$ cat src/rtl/life_pkg.sv
// Shared op-codes and sequencer state encoding for the Life generation controller.
package life_pkg;

    localparam logic [2:0] OP_NOP   = 3'd0;
    localparam logic [2:0] OP_WRITE = 3'd1;
    localparam logic [2:0] OP_STEP  = 3'd2;
    localparam logic [2:0] OP_RUN   = 3'd3;
    localparam logic [2:0] OP_CLEAR = 3'd4;

    typedef enum logic [2:0] {
        ST_IDLE,
        ST_WRITE,
        ST_CLEAR,
        ST_WAIT,
        ST_PULSE
    } state_t;

endpackage

$ cat src/rtl/life_prescaler.sv
// Generation-period prescaler: holds the reload value and counts down between
// enables. expire flags the last WAIT cycle so the pulse lands exactly rate+1 apart.
module life_prescaler #(
    parameter int RATE_W = 24
) (
    input  logic              clk,
    input  logic              rst,
    input  logic              load,
    input  logic [RATE_W-1:0] load_val,
    input  logic              reload,
    input  logic              count,
    input  logic              clear,
    output logic              expire,
    output logic              zero_rate
);

    logic [RATE_W-1:0] reload_reg;
    logic [RATE_W-1:0] cnt_reg;

    always_ff @(posedge clk or posedge rst) begin
        if (rst) begin
            reload_reg <= '0;
            cnt_reg    <= '0;
        end else if (clear) begin
            cnt_reg <= '0;
        end else if (load) begin
            reload_reg <= load_val;
            cnt_reg    <= load_val;
        end else if (reload) begin
            cnt_reg <= reload_reg;
        end else if (count && cnt_reg != '0) begin
            cnt_reg <= cnt_reg - RATE_W'(1);
        end
    end

    // A count of 1 means the enable must be registered on this edge.
    assign expire    = (cnt_reg <= RATE_W'(1));
    assign zero_rate = (reload_reg == '0);

endmodule

$ cat src/rtl/life_gen_ctrl.sv
// Generation sequencer for the Life cell array: accepts host commands and drives
// the array's write enables, row/val bus, scan clear and paced generation enable.
module life_gen_ctrl
    import life_pkg::*;
#(
    parameter int COLS   = 4,
    parameter int RATE_W = 24,
    parameter int CNT_W  = 16,
    localparam int CW    = (COLS > 1) ? $clog2(COLS) : 1
) (
    input  logic              clk,
    input  logic              reset,
    input  logic              cmd_valid,
    output logic              cmd_ready,
    input  logic [2:0]        cmd_op,
    input  logic [CW-1:0]     cmd_col,
    input  logic [1:0]        cmd_row,
    input  logic              cmd_val,
    input  logic [CNT_W-1:0]  cmd_count,
    input  logic [RATE_W-1:0] rate,
    input  logic              stop,
    output logic [COLS-1:0]   write_enb,
    output logic [1:0]        row,
    output logic              val,
    output logic              scan,
    output logic              enable,
    output logic              busy,
    output logic              done,
    output logic [CNT_W-1:0]  gen_count
);

    state_t            state_reg, state_next;
    logic [COLS-1:0]   write_enb_reg, write_enb_next;
    logic [1:0]        row_reg, row_next;
    logic              val_reg, val_next;
    logic              scan_reg, scan_next;
    logic              enable_reg, enable_next;
    logic              busy_reg, busy_next;
    logic              done_reg, done_next;
    logic [CNT_W-1:0]  gen_count_reg, gen_count_next;
    logic [CNT_W-1:0]  remain_reg, remain_next;
    logic              run_reg, run_next;

    logic              ps_load, ps_reload, ps_count, ps_clear;
    logic              ps_expire, ps_zero_rate;
    logic [COLS-1:0]   col_onehot;

    // Out-of-range columns match no bit, so the write is swallowed.
    for (genvar gi = 0; gi < COLS; gi++) begin : g_col
        assign col_onehot[gi] = (cmd_col == CW'(gi));
    end

    life_prescaler #(
        .RATE_W (RATE_W)
    ) u_prescaler (
        .clk       (clk),
        .rst       (reset),
        .load      (ps_load),
        .load_val  (rate),
        .reload    (ps_reload),
        .count     (ps_count),
        .clear     (ps_clear),
        .expire    (ps_expire),
        .zero_rate (ps_zero_rate)
    );

    always_comb begin
        state_next     = state_reg;
        write_enb_next = '0;
        row_next       = row_reg;
        val_next       = val_reg;
        scan_next      = 1'b0;
        enable_next    = 1'b0;
        done_next      = 1'b0;
        gen_count_next = gen_count_reg;
        remain_next    = remain_reg;
        run_next       = run_reg;
        ps_load        = 1'b0;
        ps_reload      = 1'b0;
        ps_count       = 1'b0;
        ps_clear       = 1'b0;

        unique case (state_reg)
            ST_IDLE: begin
                if (cmd_valid) begin
                    case (cmd_op)
                        OP_WRITE: begin
                            state_next     = ST_WRITE;
                            row_next       = cmd_row;
                            val_next       = cmd_val;
                            write_enb_next = col_onehot;
                        end
                        OP_CLEAR: begin
                            state_next     = ST_CLEAR;
                            scan_next      = 1'b1;
                            gen_count_next = '0;
                        end
                        OP_STEP, OP_RUN: begin
                            run_next    = (cmd_op == OP_RUN);
                            remain_next = cmd_count;
                            ps_load     = 1'b1;
                            if (cmd_op == OP_STEP && cmd_count == '0) begin
                                done_next = 1'b1;
                            end else if (rate == '0) begin
                                state_next     = ST_PULSE;
                                enable_next    = 1'b1;
                                gen_count_next = gen_count_reg + CNT_W'(1);
                            end else begin
                                state_next = ST_WAIT;
                            end
                        end
                        default: ;
                    endcase
                end
            end
            ST_WRITE, ST_CLEAR: begin
                state_next = ST_IDLE;
            end
            ST_WAIT: begin
                if (stop) begin
                    state_next = ST_IDLE;
                    done_next  = 1'b1;
                    ps_clear   = 1'b1;
                end else if (ps_expire) begin
                    state_next     = ST_PULSE;
                    enable_next    = 1'b1;
                    gen_count_next = gen_count_reg + CNT_W'(1);
                end else begin
                    ps_count = 1'b1;
                end
            end
            ST_PULSE: begin
                if (stop) begin
                    state_next = ST_IDLE;
                    done_next  = 1'b1;
                    ps_clear   = 1'b1;
                end else if (!run_reg && remain_reg <= CNT_W'(1)) begin
                    state_next = ST_IDLE;
                    done_next  = 1'b1;
                end else begin
                    if (!run_reg) begin
                        remain_next = remain_reg - CNT_W'(1);
                    end
                    ps_reload = 1'b1;
                    if (ps_zero_rate) begin
                        enable_next    = 1'b1;
                        gen_count_next = gen_count_reg + CNT_W'(1);
                    end else begin
                        state_next = ST_WAIT;
                    end
                end
            end
            default: begin
                state_next = ST_IDLE;
            end
        endcase

        busy_next = (state_next != ST_IDLE);
    end

    always_ff @(posedge clk or posedge reset) begin
        if (reset) begin
            state_reg     <= ST_IDLE;
            write_enb_reg <= '0;
            row_reg       <= '0;
            val_reg       <= 1'b0;
            scan_reg      <= 1'b0;
            enable_reg    <= 1'b0;
            busy_reg      <= 1'b0;
            done_reg      <= 1'b0;
            gen_count_reg <= '0;
            remain_reg    <= '0;
            run_reg       <= 1'b0;
        end else begin
            state_reg     <= state_next;
            write_enb_reg <= write_enb_next;
            row_reg       <= row_next;
            val_reg       <= val_next;
            scan_reg      <= scan_next;
            enable_reg    <= enable_next;
            busy_reg      <= busy_next;
            done_reg      <= done_next;
            gen_count_reg <= gen_count_next;
            remain_reg    <= remain_next;
            run_reg       <= run_next;
        end
    end

    assign cmd_ready = (state_reg == ST_IDLE);
    assign write_enb = write_enb_reg;
    assign row       = row_reg;
    assign val       = val_reg;
    assign scan      = scan_reg;
    assign enable    = enable_reg;
    assign busy      = busy_reg;
    assign done      = done_reg;
    assign gen_count = gen_count_reg;

endmodule

$ cat config.mk
export PLATFORM = sky130hd
export DESIGN_NAME = life_gen_ctrl
export DESIGN_NICKNAME = d
export VERILOG_FILES = /design/src/rtl/life_pkg.sv /design/src/rtl/life_prescaler.sv /design/src/rtl/life_gen_ctrl.sv
export SDC_FILE = /design/constraint.sdc
export NUM_CORES = 1
export LEC_CHECK = 0
export ABC_CLOCK_PERIOD_IN_PS = 3260
export CAP_MARGIN = 20
export CORE_ASPECT_RATIO = 1.1
export CORE_MARGIN = 10
export CORE_UTILIZATION = 35
export CTS_CLUSTER_DIAMETER = 120
export DETAILED_ROUTE_END_ITERATION = 6
export GPL_TIMING_DRIVEN = 0
export PLACE_DENSITY_LB_ADDON = 0.08
export SETUP_SLACK_MARGIN = 0.4
export SLEW_MARGIN = 15
export SYNTH_ARGS = -nofsm -noshare
export SYNTH_HDL_FRONTEND = slang
export SYNTH_SLANG_ARGS = --single-unit
export TNS_END_PERCENT = 5
$ cat constraint.sdc
create_clock -name clk -period 3.26 [get_ports clk]
set_input_delay 0.326 -clock clk [delete_from_list [all_inputs] [get_ports clk]]
set_output_delay 0.326 -clock clk [all_outputs]
set_load 0.01 [all_outputs]
==> impl_metrics.toml, run 1 <==
[clock_tree]
clockBufferDepth = 2
path_clk_slew_ns = 0.07
h-tree-depth = 3
cts_root_buffer = "clkbuf_16"
ctsHoldBuffers = 0
cts_buffers = 9
cts_tree = "built"
clk_latency_ns = 0.35
clock-sinks = 95

[cells_and_area]
fin_util_pct = 45.6
num-nets-final = 775
final_common_cell = "nand2_1"
antenna_cells = 0
fin_cells = 918
area_delta_synth_final_pct = 27.6
drive_gt1_share_pct = 8.03
final_cell_mix = "nand2_1 (118), dfrtp_1 (95), clkdlybuf4s50_1 (79), nor2_1 (55), o21ai_0 (30)"

[place]
placedCellCount = 900
numPortBuffers = 79
dp_hpwl_um = 12300
place_congestion = 0.857

[synthesis]
synthCells = 623
synth.distinct_cells = 69
synth_top_family_by_area = "simple AND/OR/NAND/NOR gates"
synth_nets = 681
synth_top_area_share_pct = 44.0
synth_warnings = 0
yosys.area_share.simple_pct = 27.8
synth_edf_count = 0
synthAdderAreaFrac_pct = 1.39
ys_top_cells_by_area = "dfrtp_1 (44%), nand2_1 (8.2%), nor2_1 (3.8%)"
syn_avg_cell_area_um2 = 8.67
muxShareOfSynthArea_pct = 0.626
yosys.area_share.xor_xnor_pct = 2.11
synth_seq_cells = 95
ys_seq_area_share_pct = 44.0
synth.cell_area_um2 = 5400
ys.flop_type = "dfrtp_1"
synthArstFlopShare_pct = 100
synth_largest_area_cell = "dfrtp_1"
synth-compound-area-share_pct = 20.8

[timing]
fin_skew_ns = 0.00796
final_hold_viol_count = 0
worstMarginPinSlew_ns = 0.959
slew_headroom_pct = 35.9
finalSetupViolations = 0
drv_slew = 0
period_minus_slack_ns = 2.92
fmax_mhz = 342
grt_setup_unrepaired = "yes"
timing.final.crit_share_pct = 89.6

[routing]
first_pass_iters = 5
drcViolationCount = 0
wl_um = 16900
drt-wirelength-per-cell_um = 18.4
detail-route-antenna-nets = 0
vias_per_cell = 5.59
num_vias = 5134
first_iter_violations = 358

[power]
clkPwrFrac_pct = 24.8
swShare_pct = 36.6
p_comb_share_pct = 31.8
power.density_nw_per_um2 = 652
pwr-share-seq_pct = 43.4
p_int_mw = 2.85
p_switching_mw = 1.64
total_power_mw = 4.49
ir_drop_v = 0.000307
leakage_nw = 2.81

[global_routing]
antenna_found_initial = 0
grt_pass1_wl_um = 28000
grt_pass1_vias = 5263
gr-total-overflow = 0
grt_max_degree = 64
grt_usage_pct = 16.3

[die]
core-area_um2 = 15100
ios = 80
fp.dieW_um = 138
dieArea_um2 = 20800
die_height_um = 150
start_util_pct = 35.7
rows = 47

[worst_setup_path]
start_kind = "flip-flop"
path_max_fanout = 10
crit_path_max_incr_delay_ns = 0.55
worstPathRequired_ns = 3.52
crit_top_cell = "buf_6"
end_kind = "flip-flop"
arrival_ns = 3.18
cp_cell_sequence = "or4_4 -> or4b_4 -> buf_6 -> nor4_2 -> o22a_2 -> nand3_4 -> buf_6 -> o41ai_2"
crit_slowest_cell = "or4_4"
critPathKind = "reg -> reg"

[outcome]
status = "finished clean"

[min_path]
hold_path_class = "in -> async"

[flow_run]
max_cap_violations = 0
-- routing by layer --
layer	wire (um)	track usage (%)
met1	7890	21.6
met2	7710	25.3
met3	1110	4.82
met5	0	0
met4	149	4.59
-- what timing repair did --
item                       in CTS  in global routing
setup buffers                   2                  0
setup endpoints to repair      78                 50
pin swaps                       1                  0
resized for setup               9                 20
-- worst paths after layout --
| kind | start | end | slack, ns | depth (start not counted) |
|---|---|---|---|---|
| max in group asynchronous | reset | row[0] | 2.29 | 3 |
| worst min-delay path | reset | gen_count[13] | 0.33 | 2 |
| min in group clk | row[0] | row[0] | 0.51 | 1 |
| worst max register to register | u_prescaler.cnt_reg[14] | gen_count[12] | 0.34 | 8 |
| worst min register to register | row[0] | row[0] | 0.51 | 1 |
| worst max-delay path | u_prescaler.cnt_reg[14] | gen_count[12] | 0.34 | 8 |
-- layout make-up --
cell class | instances | area (um2)
multi-input cells | 485 | 2920
repair buffers | 83 | 838
inverters | 14 | 61.3
clock inverters | 3 | 40.0
fillers | 1445 | 8230
well taps | 196 | 245
plain buffers | 29 | 136
clock buffers | 13 | 270
flip-flops and latches | 95 | 2380
-- synthesized netlist by cell type (9+ instances only) --
| cell type | n |
|---|---|
| nand2_1 | 118 |
| dfrtp_1 | 95 |
| nor2_1 | 55 |
| o21ai_0 | 30 |
| nor4_1 | 29 |
| clkbuf_1 | 24 |
| nand3_1 | 24 |
| a21oi_1 | 19 |
| nor3_1 | 18 |
| a31oi_1 | 17 |
| o31ai_1 | 15 |
| o211ai_1 | 14 |
| inv_1 | 13 |
| a22o_1 | 11 |
| or3_1 | 9 |
-- per-stage QoR --
step	cell area [um2]	TNS, ns	worst slack (ns)	hold slack (ns)
3_3_place_gp	6430	-122.86	-1.28	0.487
4_1_cts	6840	0	0.346	0.349
3_5_place_dp	6470	-0.597	-0.0641	0.495
5_1_grt	6890	0	0.238	0.369
2_1_floorplan	5400	0	0.457	0.391
6_report	6890	0	0.339	0.333
-- critical path: cells and delay by family (launching register included) --
family                 cells  cell delay, ns
DFF                        1            0.43
buffers and inverters      2            0.33
and+or+nand+nor            4            1.45
AOI/OAI and AO/OA          2            0.60
-- power groups by stage --
stage	Sequential, mW	Combinational (mW)	Clock, mW
floorplan	1.85	0.974	0
global placement	1.93	1.36	0
detailed placement	1.94	1.39	0
CTS	1.93	1.42	1.14
global route	2.01	1.61	1.20
finish	1.95	1.43	1.12
-- cells by family after synthesis --
group                      Yosys count
AOI/OAI and AO/OA                  158
xor gates and xnor gates            13
adders and majority gates            6
buffers and inverters               43
DFF                                 95
muxes                                3
and+or+nand+nor                    305
Power figures use the tool's default switching activity.
==> run 2: changes to the inputs <==
GPL_TIMING_DRIVEN = not set   (was 0)
==> impl_metrics.toml, run 2 (synthesis gave the netlist of run 1 again) <==
[cells_and_area]
final_cell_mix = "nand2_1 (118), dfrtp_1 (95), clkdlybuf4s50_1 (79), nor2_1 (54), o21ai_0 (30)"
area_delta_synth_final_pct = 26.0
antenna_cells = 0
drive_gt1_share_pct = 8.05
fillCellCount = 1452
num-nets-final = 761
final_common_cell = "nand2_1"

[timing]
whs_ns = 0.452
fin_skew_ns = 0.00792
final_hold_viol_count = 0
finalSetupViolations = 0
tns_ns = 0
grt_setup_unrepaired = "yes"
period_minus_slack_ns = 2.83
slew_headroom_pct = 43.9
drv_slew = 0
setup_slack_ns = 0.428
timing.final.crit_share_pct = 86.9
worstMarginPinSlew_ns = 0.840
fmax_mhz = 353

[routing]
num_vias = 5048
vias_per_cell = 5.58
drcViolationCount = 0
first_iter_violations = 323
detail-route-antenna-nets = 0
drt-wirelength-per-cell_um = 17.7
wl_um = 16000
first_pass_iters = 5

[place]
numPortBuffers = 79
place_congestion = 0.812
pre_cts_ws_ns = 0.322
dp_hpwl_um = 11500

[clock_tree]
clockBufferDepth = 2
clock-sinks = 95
cts_buffers = 9
cts_root_buffer = "clkbuf_16"
ctsHoldBuffers = 0
cts_tree = "built"
h-tree-depth = 3
clk_latency_ns = 0.35
path_clk_slew_ns = 0.07

[global_routing]
gr-total-overflow = 0
grt_max_degree = 47
grt_pass1_vias = 4930
grt_pass1_wl_um = 26200
antenna_found_initial = 0
grt_usage_pct = 15.2

[die]
fp.dieW_um = 138
ios = 80
start_util_pct = 35.7
core-area_um2 = 15100
die_height_um = 150
rows = 47
dieArea_um2 = 20800

[worst_setup_path]
critPathKind = "reg -> reg"
arrival_ns = 3.07
start_kind = "flip-flop"
rrSetupSlack_ns = 0.43
path_max_fanout = 34
worstPathRequired_ns = 3.50
end_kind = "flip-flop"

[flow_run]
max_cap_violations = 0

[min_path]
hold_path_class = "in -> async"

[power]
power.density_nw_per_um2 = 644
ir_drop_v = 0.000288
leakage_nw = 2.80

[outcome]
status = "finished clean"
## run 2: final timing paths
check,from,to,cells past startpoint
min reg2reg,u_prescaler.reload_reg[17],u_prescaler.reload_reg[17],2
min in group clk,u_prescaler.reload_reg[17],u_prescaler.reload_reg[17],2
min,reset,gen_count[13],2
max in group asynchronous,reset,remain_reg[14],3
max reg2reg,u_prescaler.cnt_reg[14],u_prescaler.cnt_reg[23],7
max,u_prescaler.cnt_reg[14],u_prescaler.cnt_reg[23],7
## run 2: final cells by class
type                            count  area [um2]  share of cell area [%]
Clock inverter                      1        8.76                   0.129
Multi-Input combinational cell    485        2880                    42.4
Clock buffer                       15         288                    4.23
Inverter                           14        53.8                   0.791
Sequential cell                    95        2380                    35.0
Timing Repair Buffer               98         946                    13.9
Tap cell                          196         245                    3.61
## run 2: stage by stage
stage | total power, mW | instance area, um2 | util (%) | std cells
6_report | 4.38 | 6800 | 45.0 | 904
5_1_grt | 4.71 | 6800 | 45.0 | 904
4_1_cts | 4.41 | 6770 | 44.8 | 903
3_5_place_dp | 3.31 | 6460 | 42.7 | 886
3_3_place_gp | 3.28 | 6460 | 42.7 | 886
2_1_floorplan | 2.82 | 5400 | - | 623
## run 2: per-layer routing
metal	vias up	share of wire, %	global-route usage (%)
met4	0	1.3	5.27
li1	2460	-	-
met1	2458	48	20.0
met3	15	5.5	3.94
met2	115	45	23.6
met5	-	0	0
## run 2: timing repair
| action | in CTS | in global routing |
|---|---|---|
| resized for setup | 1 | 4 |
| cloned | 0 | 0 |
| pin swaps | 1 | 1 |
| endpoints found under the setup margin | 1 | 14 |
| buffers inserted | 1 | 1 |
## run 2: report_power, final
part	internal, mW	switching [mW]	total, mW
clock network	0.605	0.459	1.06
registers	1.54	0.404	1.95
logic	0.645	0.726	1.37
total	2.79	1.59	4.38
## run 2: critical path, cell delays in order, from the launching register on
cell and delay (ns):
dfrtp_1 0.43, or4_4 0.54, or4b_4 0.57, o31ai_2 0.45, nand3_1 0.12, buf_4 0.26
o21a_1 0.14, o22a_1 0.18
==> run 3: changes to the inputs <==
CTS_CLUSTER_DIAMETER = not set   (was 120)
SKIP_CTS_REPAIR_TIMING = 1   (was not set)
==> impl_metrics.toml, run 3 (synthesis gave the netlist of run 1 again) <==
[worst_setup_path]
path_buf_inv = 1
crit_path_max_incr_delay_ns = 0.58
arrival_ns = 3.07
path_max_fanout = 34
critPathKind = "reg -> reg"
worstPathRequired_ns = 3.50
crit_slowest_cell = "or4b_4"
end_kind = "flip-flop"
start_kind = "flip-flop"
cp_cell_sequence = "or4_4 -> or4b_4 -> o31ai_2 -> nand3_1 -> buf_4 -> o21a_1 -> o22a_1"
path_depth = 7
rr_worst_depth = 7
path_delay_family = "simple AND/OR/NAND/NOR gates"

[cells_and_area]
final_common_cell = "nand2_1"
area_delta_synth_final_pct = 26.1
antenna_cells = 0
drive_gt1_share_pct = 8.18
fin_util_pct = 45.0
fillCellCount = 1453
num-nets-final = 762
final_cell_mix = "nand2_1 (118), dfrtp_1 (95), clkdlybuf4s50_1 (79), nor2_1 (54), o21ai_0 (30)"

[power]
power.density_nw_per_um2 = 645
ir_drop_v = 0.000288
leakage_nw = 2.81

[clock_tree]
h-tree-depth = 3
clockBufferDepth = 2
path_clk_slew_ns = 0.07
cts_buffers = 9
clk_latency_ns = 0.35
clock-sinks = 95
cts_root_buffer = "clkbuf_16"
cts_tree = "built"

[min_path]
hold_path_class = "in -> async"

[timing]
fmax_mhz = 353
timing.final.crit_share_pct = 86.9
drv_slew = 0
tns_ns = 0
grt_setup_unrepaired = "yes"
worstMarginPinSlew_ns = 0.831
whs_ns = 0.450
period_minus_slack_ns = 2.83
final_hold_viol_count = 0
finalSetupViolations = 0
fin_skew_ns = 0.00724
slew_headroom_pct = 44.5

[die]
rows = 47
fp.dieW_um = 138
start_util_pct = 35.7
core-area_um2 = 15100
ios = 80
dieArea_um2 = 20800
die_height_um = 150

[routing]
first_pass_iters = 6
vias_per_cell = 5.57
wl_met3_um = 842
met1_length_um = 7760
drt-wirelength-per-cell_um = 17.6
met2_length_um = 7130
detail-route-antenna-nets = 0
num_vias = 5037
first_iter_violations = 313
drcViolationCount = 0
wl_um = 16000
top_layer = "met4"

[global_routing]
grt_max_degree = 47
gr-total-overflow = 0
grt_pass1_wl_um = 26200
grt_usage_pct = 15.2
grt_pass1_vias = 4924
antenna_found_initial = 0

[outcome]
status = "finished clean"

[flow_run]
max_cap_violations = 0

[place]
place_congestion = 0.812
dp_hpwl_um = 11500
numPortBuffers = 79
run 3: cell types whose count changed in the layout (fill, tap and decap cells not counted):
cell and change:
buf_4 +1
run 3: path summary, 6_finish.rpt:
check                                            from                          to  slack [ns]
setup / recovery              u_prescaler.cnt_reg[14]     u_prescaler.cnt_reg[23]        0.43
hold / removal                                  reset                gen_count[8]        0.45
setup reg to reg              u_prescaler.cnt_reg[14]     u_prescaler.cnt_reg[23]        0.43
hold reg to reg            u_prescaler.reload_reg[21]  u_prescaler.reload_reg[21]        0.51
max in group asynchronous                       reset              remain_reg[14]        2.10
min in group clk           u_prescaler.reload_reg[21]  u_prescaler.reload_reg[21]        0.51
run 3: final cells by class:
| type | instances | area, um2 | area share, % |
|---|---|---|---|
| flip-flops and latches | 95 | 2380 | 34.9 |
| inverters | 14 | 53.8 | 0.790 |
| multi-input cells | 485 | 2880 | 42.3 |
| repair buffers | 99 | 953 | 14.0 |
| clock buffers | 15 | 288 | 4.23 |
| well taps | 196 | 245 | 3.60 |
| clock inverters | 1 | 8.76 | 0.129 |
run 3: metrics by stage:
step / cell area [um2] / setup WS, ns / total power [mW] / std cells
finish: 6810 / 0.426 / 4.39 / 905
CTS: 6750 / 0.381 / 4.40 / 902
global route: 6810 / 0.345 / 4.72 / 905
floorplan: 5400 / 0.457 / 2.82 / 623
global placement: 6460 / 0.323 / 3.28 / 886
detailed placement: 6460 / 0.322 / 3.31 / 886
run 3: metal layers:
layer,track usage (%),up-vias
met5,0,-
met4,5.27,0
met3,3.94,16
met2,23.6,106
met1,19.9,2455
li1,-,2460
run 3: where the power goes:
part	switching (mW)	leakage, nW	internal [mW]	total (mW)
Clock	0.461	0.147	0.605	1.07
Sequential	0.405	1.19	1.54	1.95
Combinational	0.726	1.47	0.649	1.38
Total	1.59	2.81	2.80	4.39
